### config.mk
export PLATFORM = sky130hd
export DESIGN_NAME = imem_loader
export DESIGN_NICKNAME = d
export VERILOG_FILES = /design/src/rtl/imem_loader_pkg.sv /design/src/rtl/imem_loader_byte_packer.sv /design/src/rtl/imem_loader.sv
export SDC_FILE = /design/constraint.sdc
export NUM_CORES = 1
export LEC_CHECK = 0
export BUFFER_PORTS_ARGS = -buffer_cell sky130_fd_sc_hd__clkbuf_2
export CAP_MARGIN = 20
export CORE_MARGIN = 1
export CORE_UTILIZATION = 50
export DETAILED_ROUTE_END_ITERATION = 12
export HOLD_SLACK_MARGIN = 0.08
export PLACE_DENSITY = 0.77
export SLEW_MARGIN = 20
export SYNTH_ARGS = -nofsm -noshare
export SYNTH_HDL_FRONTEND = slang
export SYNTH_SLANG_ARGS = --single-unit
### constraint.sdc
create_clock -name CLOCK -period 3.46 [get_ports CLOCK]
set_input_delay 0.346 -clock CLOCK [delete_from_list [all_inputs] [get_ports CLOCK]]
set_output_delay 0.346 -clock CLOCK [all_outputs]
set_load 0.01 [all_outputs]
### src/rtl/imem_loader_pkg.sv
// rtl/imem_loader_pkg.sv - shared state encoding and sizing constants for the instruction memory loader
package imem_loader_pkg;

  typedef enum logic [2:0] {
    ST_IDLE   = 3'd0,
    ST_HEADER = 3'd1,
    ST_BYTES  = 3'd2,
    ST_WRITE  = 3'd3,
    ST_DONE   = 3'd4
  } state_t;

  localparam int unsigned BYTES_PER_WORD = 4;
  localparam int unsigned DEFAULT_DEPTH  = 64;

endpackage

### src/rtl/imem_loader_byte_packer.sv
// rtl/imem_loader_byte_packer.sv - big-endian byte-to-word shift register for the loader
module byte_packer
  import imem_loader_pkg::*;
#(
  parameter int unsigned BITSIZE = 32
) (
  input  logic               clk,
  input  logic               rst,
  input  logic               clear,
  input  logic               shift_en,
  input  logic [7:0]         byte_in,
  output logic [BITSIZE-1:0] word,
  output logic               word_full
);

  localparam logic [1:0] LAST_INDEX = 2'(BYTES_PER_WORD - 1);

  logic [1:0] index;

  always_ff @(posedge clk or posedge rst) begin
    if (rst) begin
      word  <= '0;
      index <= 2'd0;
    end else if (clear) begin
      word  <= '0;
      index <= 2'd0;
    end else if (shift_en) begin
      word  <= {word[BITSIZE-9:0], byte_in};
      index <= index + 2'd1;
    end
  end

  // Flags the shift that completes a word so the loader can schedule its write next cycle
  assign word_full = shift_en && (index == LAST_INDEX);

endmodule

### src/rtl/imem_loader.sv
// rtl/imem_loader.sv - fills instruction memory from a length-prefixed big-endian byte stream
module imem_loader
  import imem_loader_pkg::*;
#(
  parameter int unsigned BITSIZE = 32,
  parameter int unsigned REGSIZE = 64,
  parameter int unsigned DEPTH   = DEFAULT_DEPTH
) (
  input  logic               CLOCK,
  input  logic               RESET,
  input  logic               Start,
  input  logic [7:0]         ByteIn,
  input  logic               ByteValid,
  output logic               ByteReady,
  output logic               WriteEnable,
  output logic [REGSIZE-1:0] WriteAddress,
  output logic [BITSIZE-1:0] WriteData,
  output logic               Busy,
  output logic               Done,
  output logic               Error
);

  localparam logic [7:0] DEPTH_COUNT = 8'(DEPTH);

  state_t     state;
  logic [7:0] words_left;
  logic       accept;
  logic       clear_packer;
  logic       shift_en;
  logic       word_full;

  assign accept       = ByteValid && ByteReady;
  assign clear_packer = ((state == ST_IDLE) || (state == ST_DONE)) && Start;
  assign shift_en     = (state == ST_BYTES) && accept;

  byte_packer #(.BITSIZE(BITSIZE)) u_packer (
    .clk      (CLOCK),
    .rst      (RESET),
    .clear    (clear_packer),
    .shift_en (shift_en),
    .byte_in  (ByteIn),
    .word     (WriteData),
    .word_full(word_full)
  );

  always_ff @(posedge CLOCK or posedge RESET) begin
    if (RESET) begin
      state        <= ST_IDLE;
      words_left   <= 8'd0;
      ByteReady    <= 1'b0;
      WriteEnable  <= 1'b0;
      WriteAddress <= '0;
      Busy         <= 1'b0;
      Done         <= 1'b0;
      Error        <= 1'b0;
    end else begin
      WriteEnable <= 1'b0;
      case (state)
        ST_IDLE, ST_DONE: begin
          if (Start) begin
            state        <= ST_HEADER;
            Done         <= 1'b0;
            Error        <= 1'b0;
            WriteAddress <= '0;
            ByteReady    <= 1'b1;
            Busy         <= 1'b1;
          end
        end
        ST_HEADER: begin
          if (accept) begin
            if (ByteIn == 8'd0) begin
              state     <= ST_DONE;
              ByteReady <= 1'b0;
              Busy      <= 1'b0;
              Done      <= 1'b1;
            end else begin
              state <= ST_BYTES;
              // Oversized loads are clamped; surplus source bytes are simply never accepted
              if ({24'd0, ByteIn} > DEPTH) begin
                Error      <= 1'b1;
                words_left <= DEPTH_COUNT;
              end else begin
                words_left <= ByteIn;
              end
            end
          end
        end
        ST_BYTES: begin
          if (word_full) begin
            state       <= ST_WRITE;
            ByteReady   <= 1'b0;
            WriteEnable <= 1'b1;
          end
        end
        ST_WRITE: begin
          WriteAddress <= WriteAddress + REGSIZE'(1);
          words_left   <= words_left - 8'd1;
          if (words_left == 8'd1) begin
            state <= ST_DONE;
            Busy  <= 1'b0;
            Done  <= 1'b1;
          end else begin
            state     <= ST_BYTES;
            ByteReady <= 1'b1;
          end
        end
        default: begin
          state     <= ST_IDLE;
          ByteReady <= 1'b0;
          Busy      <= 1'b0;
        end
      endcase
    end
  end

endmodule

; ---- After elaboration in Yosys (flattened, before gate mapping)
; Cells that the tools add are included.
[totals]
ff_bits = 114
input_bits = 12
output_inout_bits = 101
elab_cells = 84
[op_classes]
addsub = 3
n_lt_le_gt_ge = 1
eq_ne = 14
mux = 35
bitwise_logic = 1
reduce_logical = 20
[op_table]
columns = operator, n
row1 = case mux 64 bit (2 select lines), 1
row2 = adder 64 x 1 -> 64 bit (second input constant), 1
row3 = two-way mux 32 bit, 2
row4 = two-way mux 64 bit, 1
row5 = two-way mux 8 bit, 3
row6 = AND reduction 5 bit, 4
row7 = case mux 8 bit (2 select lines), 1
row8 = two-way mux 1 bit, 15
row9 = two-way mux 3 bit, 5
row10 = inequality test 2 bit (second input constant), 7
row11 = case mux 3 bit (4 select lines), 1
row12 = equality test 8 x 1 -> 1 bit (second input constant), 1
row13 = > comparator 8 x 7 -> 1 bit (second input constant), 1
row14 = logical NOT 8 bit, 1
row15 = case mux 1 bit (4 select lines), 2
row16 = nonzero test 2 bit, 4
row17 = subtractor 8 x 1 -> 8 bit (second input constant), 1
row18 = equality test 3 x 2 -> 1 bit (second input constant), 2
row19 = AND reduction 3 bit, 2
row20 = logical AND 1 bit, 4
row21 = two-way mux 2 bit, 2
row22 = equality test 3 x 1 -> 1 bit (second input constant), 1
row23 = equality test 3 bit (second input constant), 1
row24 = logical NOT 3 bit, 1
row25 = other kinds (10), 10

; ---- Logic depth before layout (Yosys ltp)
; Gate-level depths: netlist of the first run.
[logic_depth]
ltp_word = 5
ltp_mapped = 8
ltp_nobuf = 7

; ---- Modules after synthesis
; A second synthesis of the first run with hierarchy kept.
[hier_totals]
hier_cells = 587
area_unflattened_um2 = 5768.0
[modules_own_cells]
columns = module, instances, cells_each, area_each_um2, seq_area_each_um2
row1 = imem_loader, 1, 474, 4336.7, 2001.9
row2 = byte_packer, 1, 113, 1431.4, 850.8

; ---- Worst setup path after synthesis of the first run
; OpenSTA, ideal clock, no wires.
[synth_timing]
path_kind = register to register
from = register WriteAddress[12]
to = register WriteAddress[49]
setup_ns = 0.079
t_arrival_ns = 1.772
required_time_ns = 3.381
path_slack_ns = 1.608
stages_incl_launch_ff = 6
path_buffers = 0
period_less_slack_ns = 1.852
cell_sequence = dfrtp_1 > nand4_4 > nor4_4 > nand4_4 > nor4_1 > mux2i_1
[synth_between]
elab_chain_len = 2
[synth_lines]
columns = item, line
row1 = from (decl), imem_loader.sv:16  ; output logic [REGSIZE-1:0] WriteAddress,
row2 = from (signal assigned), imem_loader.sv:96  ; WriteAddress <= WriteAddress + REGSIZE'(1);
row3 = adder 64 x 1 -> 64 bit, imem_loader.sv:96
row4 = case mux 64 bit (2 select lines), imem_loader.sv:58  ; case (state)
; No other way between the ends.
; A chain may end at the register's enable or synchronous reset.

; ---- Worst setup path after layout of the first run
[layout_timing]
from = register state[1]
to = register WriteAddress[36]
[layout_between]
elab_chain_len = 4
word_cells_on_any_way = 8
cone_classes = eq/ne: 3 / mux: 1 / reduce/logical: 4
[layout_lines]
columns = item, line
row1 = from (decl), imem_loader.sv:25  ; state_t state;
row2 = from (signal assigned), imem_loader.sv:48  ; state <= ST_IDLE;
row3 = from (signal assigned), imem_loader.sv:61  ; state <= ST_HEADER;
row4 = from (signal assigned), imem_loader.sv:72  ; state <= ST_DONE;
row5 = equality test 3 bit / logical NOT 3 bit (equally long branches), imem_loader.sv:58
row6 = OR reduction 2 bit, imem_loader.sv:58
row7 = inequality test 2 bit (no source line) / nonzero test 2 bit (equally long branches), --
row8 = AND reduction 2 bit (no source line), --
; Several ways; a longest one is shown, not always the timed one.

==> results of run 1 <==
[repair_timing]
action | in CTS | in global routing
buffers inserted | 0 | 0
hold endpoints to repair | 57 | 0
hold buffers | 6 | 0
[cell usage after synthesis (3+ instances only)]
cell                       count  area [um2]
sky130_fd_sc_hd__mux2i_1      43         430
sky130_fd_sc_hd__o21ai_0      19        95.1
sky130_fd_sc_hd__or3_1         3        18.8
sky130_fd_sc_hd__and4_1        6        52.6
sky130_fd_sc_hd__nand4_1      18         113
sky130_fd_sc_hd__o31ai_1      10        75.1
sky130_fd_sc_hd__dfrtp_1     114        2850
sky130_fd_sc_hd__a21o_1        3        22.5
sky130_fd_sc_hd__a22o_1        3        26.3
sky130_fd_sc_hd__nand3_1      34         170
sky130_fd_sc_hd__and3_1       16         100
sky130_fd_sc_hd__ha_1          4        50.1
sky130_fd_sc_hd__inv_1         8        30.0
sky130_fd_sc_hd__a21oi_1      46         230
sky130_fd_sc_hd__nand2_1     146         548
sky130_fd_sc_hd__a31oi_1       3        18.8
sky130_fd_sc_hd__o211ai_1      9        67.6
sky130_fd_sc_hd__nor4_1       11        68.8
sky130_fd_sc_hd__nor3_1       13        65.1
sky130_fd_sc_hd__and2_1        5        31.3
sky130_fd_sc_hd__buf_2         5        25.0
sky130_fd_sc_hd__clkbuf_1     21        78.8
sky130_fd_sc_hd__nor2_1       28         105
sky130_fd_sc_hd__nand2b_1      4        25.0
[layer usage]
| layer | share of wire | vias to the layer above |
|---|---|---|
| li1 | - | 2388 |
| met1 | 0.43 | 2429 |
| met2 | 0.48 | 188 |
| met3 | 0.073 | 19 |
| met4 | 0.015 | 0 |
| met5 | 0 | - |
[worst reg2reg max path, cell delays in order, from the launching register on]
cell and delay (ns):
sky130_fd_sc_hd__dfrtp_1 0.65, sky130_fd_sc_hd__nand4b_1 0.30, sky130_fd_sc_hd__nor2_1 0.28, sky130_fd_sc_hd__and3_1 0.62, sky130_fd_sc_hd__and4_1 0.30, sky130_fd_sc_hd__mux2i_1 0.18
[flip-flops by register name, indices dropped and copies added, names as in the netlist]
signal,cells
Busy,1
ByteReady,1
Done,1
Error,1
WriteAddress,64
WriteEnable,1
state,3
u_packer.index,2
u_packer.word,32
words_left,8
[power by group]
group	internal [W]	switching [W]	total, W
clock	0.00117	0.000609	0.00178
combinational	0.000488	0.000809	0.00130
sequential	0.00164	0.000313	0.00196
[stage by stage]
stage | hold WS [ns] | area [um2]
detailed placement | 0.480 | 6270
CTS | 0.104 | 6940
global route | 0.120 | 6940
floorplan | 0.471 | 5600
global placement | 0.462 | 6270
finish | 0.111 | 6940
[cell families after synthesis]
| group | Yosys count | share of synthesized area |
|---|---|---|
| xor gates and xnor gates | 1 | 0.00156 |
| adders and majority gates | 4 | 0.00893 |
| and+or+nand+nor | 296 | 0.259 |
| AOI/OAI and AO/OA | 107 | 0.117 |
| buffers and inverters | 36 | 0.0279 |
| DFF | 114 | 0.509 |
| muxes | 43 | 0.0768 |
[layout make-up]
type / instances / area [um2]
Clock inverter: 9 / 128
Sequential cell: 114 / 2850
Clock buffer: 23 / 477
Inverter: 8 / 32.5
Timing Repair Buffer: 123 / 671
Fill cell: 868 / 3950
Tap cell: 140 / 175
Multi-Input combinational cell: 451 / 2600
[path summary, 6_finish.rpt]
check                      slack, ns  depth (start not counted)          endpoint
min in group asynchronous       0.47                          3  WriteAddress[51]
max reg2reg                     1.06                          5  WriteAddress[36]
max                             1.06                          5  WriteAddress[36]
max in group asynchronous       2.23                          4  u_packer.word[3]
min                             0.11                          3  u_packer.word[2]
min reg2reg                     0.48                          1  WriteAddress[63]
==> summary.txt, run 1 <==
Outcome
  – Run status: completed

Final layout
  – Fin cells: 868
  – Layout overhead on the synthesized area: 23.8%
  – Fraction of layout instances using a drive strength above 1: 0.217
  – Most used cells in the layout excluding fill and tap cells: 145 x sky130_fd_sc_hd__nand2_1, 114 x sky130_fd_sc_hd__dfrtp_1, 112 x sky130_fd_sc_hd__clkbuf_2
  – Leading cell type in the layout, fill and taps excluded: sky130_fd_sc_hd__nand2_1
  – Antenna diode count: 0
  – Net count of the finished layout: 731
  – Post-layout util: 0.637

Die
  – Starting density of the core: 0.514
  – Number of rows created at floorplan: 38
  – Io pins: 113
  – Area of the die: 11,600 um2
  – Die Span X: 108 um
  – Core area: 10,900 um2
  – Height of the die: 108 um

Setup path
  – Cell class contributing the biggest share of worst-path delay: simple AND/OR/NAND/NOR gates
  – Critical Path Source Type: flip-flop
  – Worst-path maximum fanout: 17
  – Slowest Stage Delay on Critical Path: 0.65 ns
  – Critical Path End Type: flip-flop
  – Cell at the slowest stage of the critical path: sky130_fd_sc_hd__dfrtp_1
  – Data required time of the worst path: 3.91 ns
  – Beginning of the critical path: state[1]
  – Type of the setup path with the least slack: flip-flop to flip-flop
  – Cell Chain, Critical Path: nand4b_1 -> nor2_1 -> and3_1 -> and4_1 -> mux2i_1
  – Critical path data arrival time: 2.86 ns
  – Critical R2R Launch: state[1]
  – Number of buffer and inverter stages on the critical path: 0

CTS
  – Number of clock buffers inserted by TritonCTS: 17
  – Max Root-Sink Buffers: 2
  – Clock-pin slew of the registers on the worst-case setup and hold paths: 0.06 ns
  – Clk sinks: 114
  – Maximum level of the CTS H-tree: 4
  – Clock tree from TritonCTS: yes
  – Count of cells resized by post-cts repair: 0
  – Clock latency at the later pin of the worst-skew pair: 0.53 ns
  – Library cell used as clock root buffer: sky130_fd_sc_hd__clkbuf_8

Global routing
  – Pin count of the biggest net entering global routing: 63
  – Most Used Layer, Global Route: met2
  – Via count of the first global-routing pass: 4,625
  – Met2 Track Usage GR: 0.402
  – Global routing usage on met1: 0.322
  – Antenna violations before repair: 0
  – Global-route wire length before repair: 22,500 um
  – Gr usage total: 0.251
  – Overflow left after global routing: 0
  – Global routing usage on met3: 0.0726

Logic synthesis
  – Syn nets: 617
  – Average cell area after synthesis: 9.32 um2
  – Predominant post-synthesis flop cell: sky130_fd_sc_hd__dfrtp_1
  – Mapped Area: 5600 um2
  – Number of flops mapped to enable cells by yosys: 0
  – Flip-flop and latch count after synthesis: 114
  – Number of warning messages in the yosys log: 0
  – Synthesized instance count: 601
  – Unique masters post-synth: 48
  – Register area share after synthesis: 0.509
  – Async SR Flop Fraction: 1.00

Place
  – Number of buffers added on ports: 112
  – Pre-CTS setup slack: 1.12 ns
  – Post-DP HPWL: 9210 um
  – Weighted congestion at the end of routability-driven global placement: 0.865
  – Cell total after placement: 830

Flow run
  – Max cap viols: 0

STA
  – Worst Tran Pin Value: 1.01 ns
  – Highest clock frequency the design can meet: 416 MHz
  – Final TNS setup: 0 ns
  – Worst Skew: 0.00641 ns
  – Final critical path time including I/O delays and setup: 2.40 ns
  – Hold Fails Final Rpt: 0
  – Final Slew Violations: 0
  – Share of the clock period used by the worst path after layout: 0.695
  – Total of endpoints with negative setup slack in the final report: 0
  – Setup repair after global routing missed its margin: no
  – Headroom to the max-slew limit: 0.324
  – Least setup slack across all paths after layout: 1.06 ns

Min path
  – Path class of the lowest-slack min-delay path: input pin to flip-flop
  – Source of the worst hold timing path: ByteIn[2]

Detailed routing
  – Drt wl/cell: 15.8 um
  – Post-Route WL: 13,700 um
  – DRT Pass-1 Iters: 5
  – DRC viols: 0
  – Via total after detailed routing: 5,024
  – Vias per std cell: 5.79
  – DRC marker count from the first detailed-route iteration: 367
  – Number of antenna-violating nets in the routed design: 0

Pwr
  – Worst VDD drop: 381 uV
  – Post-layout total power: 0.00503 W
  – Leakage power: 3.40 nW
  – Pwr Density: 726 nW/um2
Note: power is estimated with default switching activity, not from simulation.
==> run 2, diff against run 1 <==
- clock period: 3.46 -> 2.1 ns (I/O delays scaled with it)
==> summary.txt, run 2 (synthesis gave the netlist of run 1 again) <==
Outcome
  – Run status: completed

Place
  – Pre-CTS setup slack: 0.0666 ns (-1.05 ns)
  – Post-DP HPWL: 9730 um (+5.7%)
  – Weighted congestion at the end of routability-driven global placement: 0.888 (+2.7%)
  – Number of buffers added on ports: 112 (unchanged)
  – Cell total after placement: 855 (+3.0%)

CTS
  – Max Root-Sink Buffers: 2 (unchanged)
  – Clk sinks: 114 (unchanged)
  – Library cell used as clock root buffer: sky130_fd_sc_hd__clkbuf_8
  – Clock tree from TritonCTS: yes
  – Number of clock buffers inserted by TritonCTS: 17 (unchanged)
  – Clock-pin slew of the registers on the worst-case setup and hold paths: 0.06 ns (about the same)
  – Maximum level of the CTS H-tree: 4 (unchanged)
  – Clock latency at the later pin of the worst-skew pair: 0.52 ns (about the same)

STA
  – Least setup slack across all paths after layout: 0.118 ns (-0.938 ns)
  – Headroom to the max-slew limit: 0.553 (+0.229)
  – Total of endpoints with negative setup slack in the final report: 0 (unchanged)
  – Worst Tran Pin Value: 0.664 ns (-0.350 ns)
  – Final Slew Violations: 0 (unchanged)
  – Share of the clock period used by the worst path after layout: 0.944 (+0.249)
  – Worst Skew: 0.0104 ns (+0.00403 ns)
  – Final TNS setup: 0 ns (unchanged)
  – Final critical path time including I/O delays and setup: 1.98 ns (-0.422 ns)
  – Setup repair after global routing missed its margin: no
  – Highest clock frequency the design can meet: 505 MHz (+21%)
  – Hold Fails Final Rpt: 0 (unchanged)

Detailed routing
  – Via total after detailed routing: 5,171 (+2.9%)
  – Drt wl/cell: 15.9 um (+0.52%)
  – Number of antenna-violating nets in the routed design: 0 (unchanged)
  – DRT Pass-1 Iters: 5 (unchanged)
  – DRC viols: 0 (unchanged)
  – Vias per std cell: 5.76 (-0.40%)
  – DRC marker count from the first detailed-route iteration: 431 (+17%)
  – Post-Route WL: 14,300 um (+3.9%)

Setup path
  – Slowest Stage Delay on Critical Path: 0.43 ns (-0.22 ns)
  – Data required time of the worst path: 2.54 ns (-1.37 ns)
  – Critical path data arrival time: 2.42 ns (-0.44 ns)
  – Type of the setup path with the least slack: flip-flop to flip-flop
  – Cell at the slowest stage of the critical path: sky130_fd_sc_hd__dfrtp_1
  – Critical Path End Type: flip-flop
  – Worst setup path endpoint: WriteAddress[57]
  – Beginning of the critical path: WriteAddress[10]
  – Critical Path Source Type: flip-flop
  – Capture point of the worst reg-to-reg path: WriteAddress[57]
  – Worst-path maximum fanout: 9 (-8)
  – Depth of the most critical reg-to-reg path: 6 (+1)
  – Flop2flop setup slack: 0.12 ns (-0.94 ns)
  – Critical R2R Launch: WriteAddress[10]
  – Cell Chain, Critical Path: nand4_2 -> nor4_4 -> buf_4 -> nand4_4 -> nor4_1 -> mux2i_1

Final layout
  – Fraction of layout instances using a drive strength above 1: 0.247 (+0.0300)
  – Antenna diode count: 0 (unchanged)
  – Layout overhead on the synthesized area: 27.3%
  – Leading registers by flop count: WriteAddress: 64 flops, u_packer.word: 32 flops, words_left: 8 flops
  – Area of combinational cells with multiple inputs: 2610 um2 (+0.24%)
  – Net count of the finished layout: 760 (+4.0%)
  – Max reg flops: 64 (unchanged)
  – Fill cell instance count of the final layout: 896 (+3.2%)
  – Leading cell type in the layout, fill and taps excluded: sky130_fd_sc_hd__nand2_1
  – FF/Latch Area: 2850 um2 (unchanged)
  – Reg with most FFs: WriteAddress
  – Fin cells: 897 (+3.3%)
  – Most used cells in the layout excluding fill and tap cells: 145 x sky130_fd_sc_hd__nand2_1, 114 x sky130_fd_sc_hd__dfrtp_1, 112 x sky130_fd_sc_hd__clkbuf_2

Die
  – Height of the die: 108 um (unchanged)
  – Io pins: 113 (unchanged)
  – Number of rows created at floorplan: 38 (unchanged)
  – Starting density of the core: 0.514 (unchanged)
  – Die Span X: 108 um (unchanged)
  – Core area: 10,900 um2 (unchanged)
  – Area of the die: 11,600 um2 (unchanged)

Global routing
  – Most Used Layer, Global Route: met2
  – Overflow left after global routing: 0 (unchanged)
  – Met2 Track Usage GR: 0.402 (+0.000916)
  – Via count of the first global-routing pass: 4,827 (+4.4%)
  – Global routing usage on met1: 0.336 (+0.0141)
  – Antenna violations before repair: 0 (unchanged)
  – Global routing usage on met3: 0.0684 (-0.00424)
  – Gr usage total: 0.255 (+0.00388)
  – Global-route wire length before repair: 23,200 um (+2.7%)
  – Pin count of the biggest net entering global routing: 115 (+83%)

Pwr
  – Sequential share of power: 0.387 (-0.002)
  – Clock share of power: 0.326 (-0.027)
  – Internal Power: 0.00522 W (+58%)
  – Net switching fraction of the power: 0.360 (+0.0164)
  – Post-layout total power: 0.00816 W (+62%)
  – Worst VDD drop: 644 uV (+69%)
  – Leakage power: 3.52 nW (+3.6%)
  – Power spent charging and discharging nets: 0.00294 W (+70%)
  – Power share of the combinational group: 0.287 (+0.029)
  – Pwr Density: 1140 nW/um2 (+58%)

Flow run
  – Max cap viols: 0 (unchanged)

Min path
  – Path class of the lowest-slack min-delay path: input pin to flip-flop
==> run 2: area by class of cell <==
cell class | instances | area share
Multi-Input combinational cell | 451 | 0.366
Clock inverter | 13 | 0.0156
Sequential cell | 114 | 0.400
Timing Repair Buffer | 152 | 0.127
Inverter | 8 | 0.00474
Tap cell | 140 | 0.0246
Clock buffer | 19 | 0.0619
==> run 2: what timing repair did <==
item | 4_1_cts | 5_1_grt
hold endpoints to repair | 124 | 0
setup buffers | 0 | 1
hold buffers | 9 | 0
setup endpoints to repair | 0 | 18
gates resized for setup | 0 | 2
==> run 2: power by group through the flow <==
stage | Sequential [W] | Combinational, W | Clock [W]
5_1_grt | 0.00323 | 0.00262 | 0.00281
2_1_floorplan | 0.00330 | 0.00129 | 0
4_1_cts | 0.00316 | 0.00236 | 0.00269
6_report | 0.00316 | 0.00234 | 0.00266
3_5_place_dp | 0.00319 | 0.00234 | 0
3_3_place_gp | 0.00315 | 0.00225 | 0
==> run 2: worst min-delay path by stage <==
| stage | startpoint | to | slack, ns | cells after the start |
|---|---|---|---|---|
| final | Start | WriteAddress[0] | 0.20 | 5 |
| after detailed placement | RESET | u_packer.word[17] | 0.43 | 3 |
| after floorplan | ByteIn[0] | u_packer.word[0] | 0.34 | 2 |
| after global routing | Start | WriteAddress[0] | 0.22 | 5 |
| after global placement | RESET | u_packer.word[24] | 0.42 | 3 |
| after CTS | Start | WriteAddress[0] | 0.20 | 5 |
==> run 2: through the flow <==
| step | instance area (um2) | hold WS, ns | util |
|---|---|---|---|
| after CTS | 7120 | 0.203 | 0.654 |
| after detailed placement | 6470 | 0.433 | 0.595 |
| final | 7130 | 0.203 | 0.655 |
| after floorplan | 5610 | 0.341 | - |
| after global placement | 6470 | 0.421 | 0.595 |
| after global routing | 7130 | 0.218 | 0.655 |
==> run 2: critical path, delay by kind of cell, from the launching register on <==
| family | cells | cell delay [ns] |
|---|---|---|
| multiplexers | 1 | 0.22 |
| AND/OR/NAND/NOR | 4 | 1.08 |
| flip-flops | 1 | 0.43 |
| buffers and inverters | 1 | 0.18 |
==> run 2: routing by layer <==
layer	wire, um	up-vias
li1	-	2447
met2	7020	210
met4	106	0
met5	0	-
met1	6160	2500
met3	1000	14
==> run 3, diff against run 2 <==
- PLACE_DENSITY: 0.77 -> not set
- PLACE_DENSITY_LB_ADDON: not set -> 0.3
==> summary.txt, run 3 (synthesis gave the netlist of run 1 again) <==
Outcome
  – Run status: completed

Final layout
  – Reg with most FFs: WriteAddress
  – Leading registers by flop count: WriteAddress: 64 flops, u_packer.word: 32 flops, words_left: 8 flops
  – Fill cell instance count of the final layout: 854 (-4.7%)
  – Antenna diode count: 0 (unchanged)
  – Layout overhead on the synthesized area: 27.7%
  – Leading cell type in the layout, fill and taps excluded: sky130_fd_sc_hd__nand2_1
  – Post-layout util: 0.657 (+0.00218)
  – Max reg flops: 64 (unchanged)
  – Fraction of layout instances using a drive strength above 1: 0.247 (+0.000341)
  – Final cell area excluding filler cells: 7150 um2 (+0.33%)
  – Most used cells in the layout excluding fill and tap cells: 145 x sky130_fd_sc_hd__nand2_1, 113 x sky130_fd_sc_hd__dfrtp_1, 112 x sky130_fd_sc_hd__clkbuf_2
  – Net count of the finished layout: 763 (+0.39%)

CTS
  – Library cell used as clock root buffer: sky130_fd_sc_hd__clkbuf_8
  – Number of clock buffers inserted by TritonCTS: 17 (unchanged)
  – Clk sinks: 114 (unchanged)
  – Clock latency at the later pin of the worst-skew pair: 0.52 ns (about the same)
  – Number of buffers inserted by post-CTS setup repair: 0 (unchanged)
  – Clock tree from TritonCTS: yes
  – Clock-pin slew of the registers on the worst-case setup and hold paths: 0.05 ns (about the same)
  – Max Root-Sink Buffers: 2 (unchanged)
  – Maximum level of the CTS H-tree: 4 (unchanged)

Pwr
  – Internal Power: 0.00522 W (about the same)
  – Pwr Density: 1130 nW/um2 (-1.5%)
  – Leakage power: 3.56 nW (+1.1%)
  – Sequential share of power: 0.392 (+0.005)
  – Power share of the combinational group: 0.291 (+0.004)
  – Clock share of power: 0.317 (-0.009)
  – Power spent charging and discharging nets: 0.00285 W (-3.1%)
  – Worst VDD drop: 777 uV (+21%)
  – Net switching fraction of the power: 0.353 (-0.00705)

Global routing
  – Gr usage total: 0.256 (about the same)
  – Via count of the first global-routing pass: 4,766 (-1.3%)
  – Global-route wire length before repair: 23,000 um (-0.60%)
  – Overflow left after global routing: 0 (unchanged)
  – Pin count of the biggest net entering global routing: 50 (-57%)
  – Antenna violations before repair: 0 (unchanged)

Setup path
  – Capture point of the worst reg-to-reg path: WriteAddress[20]
  – Data required time of the worst path: 2.53 ns (about the same)
  – Depth of the most critical reg-to-reg path: 5 (-1)
  – Critical Path End Type: flip-flop
  – Critical path data arrival time: 2.39 ns (-0.03 ns)
  – Beginning of the critical path: state[2]
  – Critical R2R Launch: state[2]
  – Type of the setup path with the least slack: flip-flop to flip-flop
  – Critical Path Source Type: flip-flop
  – Worst setup path endpoint: WriteAddress[20]
  – Worst-path maximum fanout: 4 (-5)
  – Flop2flop setup slack: 0.14 ns (+0.02 ns)

STA
  – Hold Fails Final Rpt: 0 (unchanged)
  – Final critical path time including I/O delays and setup: 1.96 ns (-0.0214 ns)
  – Worst Tran Pin Value: 0.669 ns (+0.00475 ns)
  – Total of endpoints with negative setup slack in the final report: 0 (unchanged)
  – Share of the clock period used by the worst path after layout: 0.934 (-0.0102)
  – Headroom to the max-slew limit: 0.553 (about the same)
  – Setup repair after global routing missed its margin: yes
  – Final TNS setup: 0 ns (unchanged)
  – Least setup slack across all paths after layout: 0.139 ns (+0.0214 ns)
  – Highest clock frequency the design can meet: 510 MHz (+1.1%)
  – Final Slew Violations: 0 (unchanged)
  – Worst Skew: 0.00867 ns (-0.00178 ns)

Detailed routing
  – DRC marker count from the first detailed-route iteration: 428 (-0.70%)
  – DRC viols: 0 (unchanged)
  – Via total after detailed routing: 5,114 (-1.1%)
  – Drt wl/cell: 15.7 um (-1.4%)
  – Vias per std cell: 5.68 (-1.4%)
  – DRT Pass-1 Iters: 5 (unchanged)
  – Number of antenna-violating nets in the routed design: 0 (unchanged)
  – Post-Route WL: 14,100 um (-1.1%)

Place
  – Number of buffers added on ports: 112 (unchanged)
  – Post-DP HPWL: 9720 um (-0.20%)
  – Placed cell area: 6500 um2 (+0.46%)
  – Pre-CTS setup slack: 0.0516 ns (-0.0149 ns)
  – Weighted congestion at the end of routability-driven global placement: 0.883 (-0.51%)

Min path
  – Source of the worst hold timing path: Start
  – Path class of the lowest-slack min-delay path: input pin to flip-flop

Die
  – Core area: 10,900 um2 (unchanged)
  – Height of the die: 108 um (unchanged)
  – Starting density of the core: 0.514 (unchanged)
  – Die Span X: 108 um (unchanged)
  – Io pins: 113 (unchanged)
  – Area of the die: 11,600 um2 (unchanged)
  – Number of rows created at floorplan: 38 (unchanged)

Flow run
  – Max cap viols: 0 (unchanged)
run 3: what timing repair did:
item	CTS	global route
hold endpoints to repair	36	0
gates resized for setup	0	8
setup endpoints to repair	0	21
hold buffers	9	0
run 3: power by group through the flow:
stage / Combinational (W) / Sequential [W] / Clock (W)
after floorplan: 0.00129 / 0.00330 / 0
after global placement: 0.00226 / 0.00315 / 0
after detailed placement: 0.00232 / 0.00319 / 0
after CTS: 0.00236 / 0.00316 / 0.00259
after global routing: 0.00264 / 0.00323 / 0.00269
final: 0.00235 / 0.00316 / 0.00256
run 3: layout make-up:
class,count,area (um2),share of cell area
clock buffer,26,468,0.0654
clock inverter,6,55.1,0.00769
inverter,8,33.8,0.00472
multi-input combinational,451,2640,0.369
sequential,114,2850,0.399
tap,140,175,0.0245
timing repair buffer,155,931,0.130
run 3: worst min-delay path by stage:
stage,end,slack [ns],cells past startpoint
after floorplan,u_packer.word[0],0.34,2
after global placement,WriteAddress[58],0.33,2
after detailed placement,WriteAddress[58],0.33,2
after CTS,WriteAddress[0],0.20,5
after global routing,WriteAddress[0],0.25,5
final,WriteAddress[0],0.21,5
run 3: worst max-delay path, stage by stage (launching register included):
cell	delay, ns
sky130_fd_sc_hd__dfrtp_1	0.37
sky130_fd_sc_hd__nand4b_1	0.31
sky130_fd_sc_hd__nor3_1	0.45
sky130_fd_sc_hd__nand3_1	0.18
sky130_fd_sc_hd__or3_1	0.35
sky130_fd_sc_hd__mux2i_1	0.21
run 3: per-stage QoR:
step                hold WS [ns]  total power [W]  instances
floorplan                  0.341          0.00459        601
finish                     0.214          0.00807        900
global placement           0.333          0.00541        859
detailed placement         0.331          0.00551        859
global route               0.251          0.00856        900
CTS                        0.202          0.00811        900
run 3: metal layers:
| metal | global-route usage | up-vias | share of wire |
|---|---|---|---|
| met5 | 0 | - | 0 |
| met4 | 0.104 | 0 | 0.020 |
| met3 | 0.0732 | 27 | 0.066 |
| met2 | 0.407 | 192 | 0.48 |
| met1 | 0.326 | 2450 | 0.43 |
| li1 | - | 2445 | - |
